==> config.mk <==
export PLATFORM = sky130hd
export DESIGN_NAME = fft_frame_capture_flat
export DESIGN_NICKNAME = d
export VERILOG_FILES = /design/src/rtl/fft_frame_capture_if.sv /design/src/rtl/fft_frame_capture.sv /design/src/flat_wrapper.sv
export SDC_FILE = /design/constraint.sdc
export NUM_CORES = 1
export LEC_CHECK = 0
export BUFFER_PORTS_ARGS = -buffer_cell sky130_fd_sc_hd__buf_2
export CAP_MARGIN = 0
export CORE_MARGIN = 1.5
export CORE_UTILIZATION = 45
export CTS_CLUSTER_SIZE = 12
export DETAILED_ROUTE_END_ITERATION = 10
export GPL_TIMING_DRIVEN = 0
export SLEW_MARGIN = 20
export SYNTH_ARGS = -nofsm -noshare
export SYNTH_HDL_FRONTEND = slang
export SYNTH_SLANG_ARGS = --single-unit
==> constraint.sdc <==
create_clock -name clk -period 2.8 [get_ports clk]
set_input_delay 0.14 -clock clk [delete_from_list [all_inputs] [get_ports clk]]
set_output_delay 0.14 -clock clk [all_outputs]
set_load 0.01 [all_outputs]
==> src/rtl/fft_frame_capture_if.sv <==
// rtl/fft_frame_capture_if.sv - capture/replay stream bundle for fft_frame_capture
//
// Purpose: groups the input stream, output stream and frame status of
//          fft_frame_capture so that a single port carries the whole bus.
// Signals:
//   in_valid/in_ready/in_data/in_last      capture-side valid/ready stream
//   out_valid/out_ready/out_data/out_last  replay-side valid/ready stream
//   frame_len                              samples in the current/last frame
//   frame_done                             one-cycle pulse after the last replay
// Modports:
//   slave   the frame buffer itself
//   master  the environment driving samples in and accepting them out
interface fft_frame_capture_if #(
    parameter int DATA_W = 32,
    parameter int ADDR_W = 5
);
    logic              in_valid;
    logic              in_ready;
    logic [DATA_W-1:0] in_data;
    logic              in_last;
    logic              out_valid;
    logic              out_ready;
    logic [DATA_W-1:0] out_data;
    logic              out_last;
    logic [ADDR_W:0]   frame_len;
    logic              frame_done;

    modport slave (
        input  in_valid, in_data, in_last, out_ready,
        output in_ready, out_valid, out_data, out_last, frame_len, frame_done
    );

    modport master (
        output in_valid, in_data, in_last, out_ready,
        input  in_ready, out_valid, out_data, out_last, frame_len, frame_done
    );
endinterface

==> src/rtl/fft_frame_capture.sv <==
// rtl/fft_frame_capture.sv - FFT output frame buffer: capture a stream, then replay it
//
// Purpose: collects one frame of up to DEPTH samples from the input stream into
//          internal memory, then replays it in order on the output stream.
//          Filling and dumping strictly alternate; the block never accepts and
//          emits in the same phase.
// Ports:
//   clk  rising-edge clock
//   rst  synchronous active-high reset; aborts any frame in flight
//   bus  fft_frame_capture_if.slave (input stream, output stream, frame status)
// All bus outputs come straight from registers.
module fft_frame_capture #(
    parameter int DATA_W = 32,
    parameter int DEPTH  = 32,
    parameter int ADDR_W = 5
) (
    input  logic               clk,
    input  logic               rst,
    fft_frame_capture_if.slave bus
);

    typedef enum logic [1:0] {
        FILL  = 2'd0,
        PRIME = 2'd1,
        DUMP  = 2'd2
    } state_t;

    localparam logic [ADDR_W-1:0] LAST_ADDR = ADDR_W'(DEPTH - 1);
    localparam logic [ADDR_W:0]   LEN_ONE   = (ADDR_W + 1)'(1);

    state_t            state_q, state_d;
    logic [ADDR_W-1:0] wr_ptr_q, wr_ptr_d;
    // One bit wider than an address: after the final sample of a full frame
    // is loaded the read pointer reaches DEPTH.
    logic [ADDR_W:0]   rd_ptr_q, rd_ptr_d;
    logic [ADDR_W:0]   frame_len_q, frame_len_d;
    logic              in_ready_q, in_ready_d;
    logic              out_valid_q, out_valid_d;
    logic              out_last_q, out_last_d;
    logic [DATA_W-1:0] out_data_q, out_data_d;
    logic              frame_done_q, frame_done_d;

    logic              mem_we;
    logic [DATA_W-1:0] mem [DEPTH];

    always_comb begin
        state_d      = state_q;
        wr_ptr_d     = wr_ptr_q;
        rd_ptr_d     = rd_ptr_q;
        frame_len_d  = frame_len_q;
        in_ready_d   = 1'b0;
        out_valid_d  = out_valid_q;
        out_last_d   = out_last_q;
        out_data_d   = out_data_q;
        frame_done_d = 1'b0;
        mem_we       = 1'b0;

        case (state_q)
            FILL: begin
                // in_ready is registered, so it comes up one cycle after reset
                // releases and drops the cycle after the closing accept.
                in_ready_d = 1'b1;
                if (bus.in_valid && in_ready_q) begin
                    mem_we   = 1'b1;
                    wr_ptr_d = wr_ptr_q + ADDR_W'(1);
                    // The DEPTH-th accept closes the frame whatever in_last says.
                    if (bus.in_last || (wr_ptr_q == LAST_ADDR)) begin
                        frame_len_d = {1'b0, wr_ptr_q} + LEN_ONE;
                        in_ready_d  = 1'b0;
                        state_d     = PRIME;
                    end
                end
            end

            PRIME: begin
                // Preload sample 0 so the output register is valid on entry to DUMP.
                out_data_d  = mem[0];
                out_valid_d = 1'b1;
                out_last_d  = (frame_len_q == LEN_ONE);
                rd_ptr_d    = LEN_ONE;
                state_d     = DUMP;
            end

            DUMP: begin
                if (out_valid_q && bus.out_ready) begin
                    if (out_last_q) begin
                        out_valid_d  = 1'b0;
                        out_last_d   = 1'b0;
                        frame_done_d = 1'b1;
                        wr_ptr_d     = '0;
                        rd_ptr_d     = '0;
                        in_ready_d   = 1'b1;
                        state_d      = FILL;
                    end else begin
                        out_data_d = mem[rd_ptr_q[ADDR_W-1:0]];
                        rd_ptr_d   = rd_ptr_q + LEN_ONE;
                        out_last_d = (rd_ptr_q == (frame_len_q - LEN_ONE));
                    end
                end
            end

            default: begin
                state_d = FILL;
            end
        endcase
    end

    always_ff @(posedge clk) begin
        if (rst) begin
            state_q      <= FILL;
            wr_ptr_q     <= '0;
            rd_ptr_q     <= '0;
            frame_len_q  <= '0;
            in_ready_q   <= 1'b0;
            out_valid_q  <= 1'b0;
            out_last_q   <= 1'b0;
            out_data_q   <= '0;
            frame_done_q <= 1'b0;
        end else begin
            state_q      <= state_d;
            wr_ptr_q     <= wr_ptr_d;
            rd_ptr_q     <= rd_ptr_d;
            frame_len_q  <= frame_len_d;
            in_ready_q   <= in_ready_d;
            out_valid_q  <= out_valid_d;
            out_last_q   <= out_last_d;
            out_data_q   <= out_data_d;
            frame_done_q <= frame_done_d;
        end
    end

    // Sample storage is deliberately left out of reset; only the pointers restart.
    always_ff @(posedge clk) begin
        if (mem_we && !rst) begin
            mem[wr_ptr_q] <= bus.in_data;
        end
    end

    assign bus.in_ready   = in_ready_q;
    assign bus.out_valid  = out_valid_q;
    assign bus.out_last   = out_last_q;
    assign bus.out_data   = out_data_q;
    assign bus.frame_len  = frame_len_q;
    assign bus.frame_done = frame_done_q;

endmodule

==> src/flat_wrapper.sv <==
// flat-port wrapper written by rule: the top's interface ports become plain ports
module fft_frame_capture_flat 
#(
    parameter int DATA_W = 32,
    parameter int DEPTH  = 32,
    parameter int ADDR_W = 5
)
  (clk, rst, bus_in_valid, bus_in_data, bus_in_last, bus_out_ready, bus_in_ready, bus_out_valid, bus_out_data, bus_out_last, bus_frame_len, bus_frame_done);
  fft_frame_capture_if #(.DATA_W(DATA_W), .ADDR_W(ADDR_W)) bus_i ();
  input  logic clk;
  input  logic rst;
  input wire logic [$bits(bus_i.in_valid)-1:0] bus_in_valid;
  input wire logic [$bits(bus_i.in_data)-1:0] bus_in_data;
  input wire logic [$bits(bus_i.in_last)-1:0] bus_in_last;
  input wire logic [$bits(bus_i.out_ready)-1:0] bus_out_ready;
  output wire logic [$bits(bus_i.in_ready)-1:0] bus_in_ready;
  output wire logic [$bits(bus_i.out_valid)-1:0] bus_out_valid;
  output wire logic [$bits(bus_i.out_data)-1:0] bus_out_data;
  output wire logic [$bits(bus_i.out_last)-1:0] bus_out_last;
  output wire logic [$bits(bus_i.frame_len)-1:0] bus_frame_len;
  output wire logic [$bits(bus_i.frame_done)-1:0] bus_frame_done;
  assign bus_i.in_valid = bus_in_valid;
  assign bus_i.in_data = bus_in_data;
  assign bus_i.in_last = bus_in_last;
  assign bus_i.out_ready = bus_out_ready;
  assign bus_in_ready = bus_i.in_ready;
  assign bus_out_valid = bus_i.out_valid;
  assign bus_out_data = bus_i.out_data;
  assign bus_out_last = bus_i.out_last;
  assign bus_frame_len = bus_i.frame_len;
  assign bus_frame_done = bus_i.frame_done;
  fft_frame_capture #(.DATA_W(DATA_W), .DEPTH(DEPTH), .ADDR_W(ADDR_W)) u_core (.clk(clk), .rst(rst), .bus(bus_i));
endmodule
Word level (Yosys, flattened, before mapping) --
Memory sizes are Yosys's and may differ from the RTL's. A register that Yosys moved wholly into a read port is not among the register bits. Index checks and enable logic that the tools add are counted.
Cells by class: $add $sub $neg 4, equal/unequal tests 10, mux-type cells 32, bitwise operators 1, reductions and logical operators 15
Operators by type and width (number):
- 32-bit two-way mux | 2
- 32-bit one-hot mux with 2 select lines | 1
- 5-bit two-way mux | 5
- 1-bit two-way mux | 12
- 6-bit two-way mux | 2
- 6-bit one-hot mux with 2 select lines | 1
- 5-bit one-hot mux with 2 select lines | 1
- 3-bit AND reduction | 3
- 2-bit two-way mux | 4
- 2-bit by 1-bit inequality test with 1-bit output, second input constant | 4
- 4-bit AND reduction | 2
- 5-bit by 1-bit adder with 6-bit output, second input constant | 1
- 6-bit by 1-bit adder with 6-bit output, second input constant | 1
- 6-bit by 1-bit equality test with 1-bit output, second input constant | 1
- 6-bit equality test | 1
- 1-bit one-hot mux with 2 select lines | 3
- 2-bit one-hot mux with 3 select lines | 1
- 6-bit by 1-bit subtractor with 6-bit output, second input constant | 1
- 5-bit by 1-bit adder with 5-bit output, second input constant | 1
- 5-bit equality test, second input constant | 1
- 2-bit nonzero test | 2
- 1-bit logical AND | 3
- 2-bit by 1-bit equality test with 1-bit output, second input constant | 1
- 2-bit equality test, second input constant | 1
- 7 further kinds | 7
Word-level totals: register bits after elaboration 55, RAM bits 1024, input port bits 37, output and inout port bits 42, logic and storage cells 72, memories kept 1
Memory list:
- u_core.mem | words 32, width 32, read ports 2, clocked after Yosys merged registers in 1, wr ports 1, line fft_frame_capture.sv:44 | logic [DATA_W-1:0] mem [DEPTH];

Longest topological paths before layout --
Gate-level depths: netlist of the first run.
depth in word-level cells 6, depth in mapped cells 8

Worst setup path after synthesis of the first run --
OpenSTA, ideal clock, no wires.
kind reg2reg, from register u_core.wr_ptr_q[4], to memory u_core.mem[16][0], enable pin, arrival time 2.425 ns, required time 2.379 ns, setup slack -0.046 ns, stages on the path, launching flop included 4, buffers on the path 1, period minus slack after synthesis 2.846 ns, cell sequence dfxtp_1 > clkbuf_1 > or3b_2 > nor2_1
RTL lines:
- start: declaration | line fft_frame_capture.sv:32 | logic [ADDR_W-1:0] wr_ptr_q, wr_ptr_d;
- start signal: assignment | line fft_frame_capture.sv:121 | wr_ptr_q <= wr_ptr_d;
- end: declaration | line fft_frame_capture.sv:44
No word-level cell before the write port.

Worst setup path after layout of the first run --
from register u_core.state_q[0], to memory u_core.mem[27][15], enable pin
Between the ends: word-level cells in the longest chain between the ends 5
Ends and longest elaborated chain:
- start: declaration | line fft_frame_capture.sv:31 | state_t state_q, state_d;
- start signal: assignment | line fft_frame_capture.sv:120 | state_q <= state_d;
- 2-bit zero test | line fft_frame_capture.sv:58 | case (state_q)
- 1-bit two-way mux | line fft_frame_capture.sv:58
- 1-bit logical AND | line fft_frame_capture.sv:134 | if (mem_we && !rst) begin
- 1-bit two-way mux | line fft_frame_capture.sv:134
- 1-bit two-way mux (not written as such) | line fft_frame_capture.sv:135 | mem[wr_ptr_q] <= bus.in_data;
No other way between the ends.

==> run metrics, run 1 <==
status finished, violations left; failing checks setup timing; Starting Density about 45%; Compound-Gate Fraction of Synth Area ~7.4%; Max Root-Sink Buffers 3; Comb power frac 4.2%; Avg Inst Size Synth between 15 and 20 µm²; final net count 2801; hold crit path type input pin to flip-flop; minimum clock period about 3 ns; largest net degree at the start of global routing 33; residual DRC count 0; combinational family with the most area after synthesis multiplexers; sequential share of power 53.8%; Slew Limit Fails 0; setup TNS -9.20 ns; P_sw approximately 7.0 mW; multiplexer area fraction after synthesis 12.2%; Final Cycle Share 107%; Post-Layout Inst Area approximately 0.05 mm²; Setup Viol. Count Final 110; Die ar. 0.0961 mm²; # fillers ~7500; WL per Instance 28.9 µm; Worst-path clk slew roughly 0.06 ns; number of enable flip-flop cells after synthesis 1024; Synth Instances 2447; Seq cells post-synth about 1100; Die Span Y 310 µm; Synth Area in XOR/XNOR 0.124%; share of cells above drive strength 1 15.1%; crit path capture u_core.mem[27][15]; kind of critical path flip-flop to flip-flop; R2R Setup Slk -0.19 ns; CP startpoint kind flip-flop; FMAX 334 MHz; register area share after synthesis 75.4%; Routability Congestion 0.947; Critical Path End Type flip-flop; TritonCTS clock tree built; starting DRC count in detailed routing 2664; area of the multi-input gates 0.00979 mm²; FFs w/ async S/R, synth 0%; DP HPWL 79900 µm; WHS about 0.023 ns; Clock Latency Late Sink 0.69 ns; RSZ-0062 raised after global routing true; grt total ovfl 0; vias in the first global route 23600; root buffer cell clkbuf_16; Hold Vio Cnt, Final 0; Synth warnings 0; Worst VDD drop around 470 µV; CTS Buf Count 112; Worst Path Max Fanout 18; Die X a little over 300 µm; Sw Share 21.0%; row count 112; final WL 118000 µm; WP data arrival 3.38 ns; area grow syn2layout 17.6%; first-pass GRT wire length between 150000 and 200000 µm; Initial DRT Pass Iterations 6; via count about 24000; syn nets 2495; core area 0.0933 mm²; vias per cell approximately 5.9; Worst Setup SP u_core.state_q[0]; highest-count cells in the layout ignoring fill and taps edfxtp_1, mux2i_1, a22oi_1, a21oi_1, clkbuf_16; Simple-Gate Fraction of Synth Area ~2.5%; Slew headroom 22.2%; clock share of power 42.0%; Final WS setup -0.190 ns; IO buf count slightly below 80; Max Cap Violations 0; mapped cell area 0.0424 mm²; Reg2Reg Depth 8; H-tree depth 3; TritonCTS sink count 1084; # IOs 79; reg2reg start u_core.state_q[0]; Synth cell types 43; antenna-violating nets left 0; total track usage 24.7%; Int Pwr 26.2 mW; top_reg_cell synth edfxtp_1; register area 0.0320 mm²; power density over the cells 664 mW/mm²; Worst Tran Pin Value 1.17 ns; Final Skew 0.0212 ns; FF-to-FF End u_core.mem[27][15]; Lkg Pwr 15.5 nW; Critical Path RT around 3.2 ns; Area after DPL approximately 0.046 mm²; area share of fa/ha/maj cells after synthesis 0.325%; commonest non-fill, non-tap cell in the layout edfxtp_1; initial antenna violation count 2
-- routing by layer --
layer  global-route usage, %  wire length, µm  part of all wire [%]
met1                    34.8            50500                    43
met2                    39.0            55000                    46
met3                    4.59             9160                   7.7
met4                    7.94             3790                   3.2
met5                       0               29                 0.024
-- cell type report --
type                    instances  area share (%)
multi-input cells            1206            19.6
repair buffers                192            4.43
plain buffers                 149            1.82
clock buffers                 159            6.15
well taps                    1254            3.15
flip-flops and latches       1084            64.1
clock inverters                43           0.677
diodes                          3          0.0151
inverters                       8          0.0602
-- critical path, cell delays in order, from the launching register on --
cell and delay [ns]:
dfxtp_1 0.33, inv_1 0.09, ha_1 0.22, nand2b_1 0.10
nor2_1 0.27, nand2_1 0.62, nor2_4 0.61, buf_16 0.22
buf_12 0.19
-- stage by stage --
stage / setup WS [ns] / instances / total power, mW / utilization [%]
floorplan: -0.0461 / 2447 / 18.9 / -
global placement: -2.30 / 3779 / 19.5 / 47.5
detailed placement: -0.571 / 3826 / 19.5 / 49.0
CTS: -0.139 / 4089 / 33.3 / 53.4
global route: -0.282 / 4095 / 34.0 / 53.4
finish: -0.190 / 4098 / 33.1 / 53.4
-- sequential cells by signal (all words and copies together) (netlist names), named ones only --
name and count:
u_core.rd_ptr_q 6, u_core.wr_ptr_q 5, u_core.bus.out_data 32, u_core.bus.frame_len 6, u_core.bus.in_ready 1, u_core.state_q 2, u_core.bus.out_valid 1, u_core.mem 1024
u_core.bus.out_last 1, u_core.bus.frame_done 1
-- kinds of logic (layout without fill, tap and decap cells) --
family	Yosys count	in the layout
other	0	3
xor gates and xnor gates	6	6
buffers and inverters	157	551
DFF	1084	1084
and+or+nand+nor	191	191
muxes	517	517
AOI/OAI and AO/OA	481	481
adders and majority gates	11	11
-- power by group through the flow --
stage	Combinational [mW]	Clock [mW]	Sequential, mW
6_report	1.39	13.9	17.8
5_1_grt	1.47	14.7	17.8
4_1_cts	1.38	14.1	17.8
3_5_place_dp	1.34	0	18.2
3_3_place_gp	1.30	0	18.2
2_1_floorplan	0.785	0	18.2
-- Yosys cell counts (8+ instances only) --
cell type,number,area share (%)
a21oi_1,172,2.0
a22oi_1,259,4.6
and3_1,36,0.53
buf_4,31,0.55
buf_6,22,0.58
clkbuf_1,88,0.78
dfxtp_1,60,2.8
edfxtp_1,1024,73
ha_1,11,0.32
inv_1,8,0.071
mux2i_1,517,12
nand2_1,17,0.15
nand3_1,10,0.12
nor2_1,58,0.51
o21ai_0,8,0.094
o22ai_1,32,0.47
or4_1,32,0.57
-- worst min-delay path by stage --
stage,start,endpoint,slack [ns],cells after the start
3_5_place_dp,u_core.rd_ptr_q[5],u_core.rd_ptr_q[5],0.49,2
4_1_cts,bus_in_data[29],u_core.mem[20][29],0.008,1
3_3_place_gp,u_core.rd_ptr_q[5],u_core.rd_ptr_q[5],0.50,2
6_report,bus_in_data[29],u_core.mem[20][29],0.02,1
5_1_grt,bus_in_data[29],u_core.mem[20][29],0.03,1
2_1_floorplan,bus_in_data[0],u_core.mem[0][0],0.24,0
-- timing repair --
item	4_1_cts	5_1_grt
hold endpoints to repair	739	0
buffers inserted	30	6
resized for setup	24	17
endpoints found under the setup margin	442	310
pin swaps	14	1
hold buffers	31	0
Power figures use the tool's default switching activity.
==> run 2, diff against run 1 <==
--- a/config.mk
+++ b/config.mk
@@ -5,12 +5,12 @@
 export SDC_FILE = /design/constraint.sdc
 export NUM_CORES = 1
 export LEC_CHECK = 0
-export BUFFER_PORTS_ARGS = -buffer_cell sky130_fd_sc_hd__buf_2
 export CAP_MARGIN = 0
 export CORE_MARGIN = 1.5
 export CORE_UTILIZATION = 45
 export CTS_CLUSTER_SIZE = 12
 export DETAILED_ROUTE_END_ITERATION = 10
+export DONT_BUFFER_PORTS = 1
 export GPL_TIMING_DRIVEN = 0
 export SLEW_MARGIN = 20
 export SYNTH_ARGS = -nofsm -noshare
==> run 2 against run 1 <==
The flow still finishes with violations (setup timing). First-iteration DRC count increased by 0.56%. Global-route usage decreased by 0.12 points. Total power increased by 0.29%. Critical path depth unchanged. Largest power group unchanged.
==> run metrics, run 2 (synthesis gave the netlist of run 1 again) <==
status finished, violations left; failing checks setup timing; vias in the first global route 23300; IO buf count 0; final core occ 53.5%; Comb power frac 4.3%; kind of critical path flip-flop to flip-flop; Critical Path RT approximately 3.2 ns; Worst Path Max Fanout 17; Lkg Pwr 15.4 nW; cell depth of the worst hold path 2; row count about 110; # fillers 7458; final net count 2763; Post-Place Cells between 3000 and 4000; minimum clock period between 2 and 3 ns; RSZ-0062 raised after global routing true; TritonCTS sink count roughly 1100; residual DRC count 0; Worst Tran Pin Value 1.12 ns; Int Pwr 26.3 mW; Final Cycle Share 104%; via count 24000; Reg2Reg Depth 8; Max Root-Sink Buffers 3; starting DRC count in detailed routing between 2000 and 3000; share of cells above drive strength 1 between 10 and 15%; first-pass GRT wire length 167000 µm; CTS Buf Count approximately 110; total track usage around a quarter; Largest Register u_core.mem; hold crit path type input pin to flip-flop; Slew headroom approximately a quarter; antenna-violating nets left 0; Final WS setup -0.117 ns; WL per Instance 29.2 µm; Max Cap Violations 0; Final Skew 0.0284 ns; overall power 33.2 mW; vias per cell 5.93; commonest non-fill, non-tap cell in the layout edfxtp_1; Die Span Y 310 µm; Slew Limit Fails 0; Sw Share 20.9%; root buffer cell clkbuf_16; FMAX 343 MHz; Hold Vio Cnt, Final 0; Clock Latency Late Sink 0.69 ns; H-tree depth 3; Routability Congestion 0.919; Worst-path clk slew roughly 0.060 ns; CP startpoint kind flip-flop; Worst VDD drop approximately 660 µV; largest net degree at the start of global routing 33; initial antenna violation count 0; Post-Layout Cell Count 4055; core area 0.0933 mm²; critical path's slowest cell nand2_1; final WL ~120000 µm; highest-count cells in the layout ignoring fill and taps edfxtp_1, mux2i_1, a22oi_1, a21oi_1, clkbuf_16; # IOs 79; grt total ovfl 0; Starting Density 45.4%; DP HPWL 79000 µm; WP data arrival 3.31 ns; Critical Path End Type flip-flop; Ant. Diodes 0; Largest register FFs around 1000; cells along the critical path inv_1, ha_1, nand2b_1, nor2_1, nand2_1, nor2_4, buf_12, buf_16; slowest stage delay, CP approximately 0.62 ns; clock share of power 42.0%; sequential share of power 53.7%; TritonCTS clock tree built; power density over the cells around 670 mW/mm²; Initial DRT Pass Iterations 5; Setup Viol. Count Final 51; Die ar. 0.0961 mm²; area grow syn2layout 17.7%; P_sw roughly 6.9 mW; Die X between 300 and 400 µm
[run 2: changes by cell type in the layout (fill, tap and decap cells not counted), moves of 2 or more]
| cell | before | now |
|---|---|---|
| buf_12 | 29 | 63 |
| buf_16 | 26 | 12 |
| buf_2 | 79 | 10 |
| buf_4 | 59 | 65 |
| clkbuf_1 | 98 | 111 |
| clkbuf_2 | 28 | 23 |
| clkbuf_8 | 9 | 15 |
| clkinv_1 | 18 | 11 |
| clkinv_2 | 15 | 7 |
| clkinv_8 | 2 | 0 |
| diode_2 | 3 | 0 |
| dlygate4sd3_1 | 31 | 37 |
[run 2: critical path, delay by kind of cell, from the launching register on]
family | cells | cell delay [ns]
simple gates | 4 | 1.54
buf+inv | 3 | 0.50
flops | 1 | 0.33
fa+ha+maj | 1 | 0.23
[run 2: metrics by stage]
stage	setup WS, ns	cell area (µm²)	hold slack [ns]	TNS, ns
after global routing	-0.219	49900	0.0827	-9.95
after CTS	-0.0449	49900	0.0175	-0.667
after detailed placement	-0.427	45000	0.240	-63.34
after floorplan	-0.0461	42400	0.239	-34.49
after global placement	-2.18	44000	0.240	-1837.73
final	-0.117	49900	0.0913	-2.88
[run 2: area by class of cell]
type / instances / area (µm²) / area share (%)
buffer: 149 / 893 / 1.79
clock buffer: 172 / 3180 / 6.37
clock inverter: 27 / 239 / 0.479
inverter: 8 / 30.0 / 0.0602
multi-input combinational: 1206 / 9790 / 19.6
sequential: 1084 / 32000 / 64.0
tap: 1254 / 1570 / 3.14
timing repair buffer: 155 / 2260 / 4.53
[run 2: timing repair]
action,4_1_cts,5_1_grt
gates resized for setup,17,17
setup endpoints to repair,531,147
buffers inserted,52,0
endpoints found under the hold margin,1050,183
hold buffers,57,9
pin swaps,23,0
[run 2: final timing paths]
check	start	end	slack, ns
worst max-delay path	u_core.state_q[0]	u_core.mem[25][19]	-0.12
worst min-delay path	rst	u_core.bus.out_data[31]	0.09
worst max register to register	u_core.state_q[0]	u_core.mem[25][19]	-0.12
worst min register to register	u_core.rd_ptr_q[5]	u_core.rd_ptr_q[5]	0.49
[run 2: per-layer routing]
layer / vias up / track usage, % / wire, µm
met5: - / 0 / 0
met4: 0 / 7.28 / 3460
met3: 170 / 5.93 / 10500
met2: 1087 / 38.9 / 55200
met1: 12400 / 33.8 / 49300
li1: 10400 / - / -
[run 2: power groups by stage]
stage	clock [mW]	combinational (mW)	sequential (mW)
finish	14.0	1.42	17.8
global route	14.7	1.50	17.8
CTS	14.1	1.40	17.8
detailed placement	0	1.05	18.2
global placement	0	1.03	18.2
floorplan	0	0.785	18.2
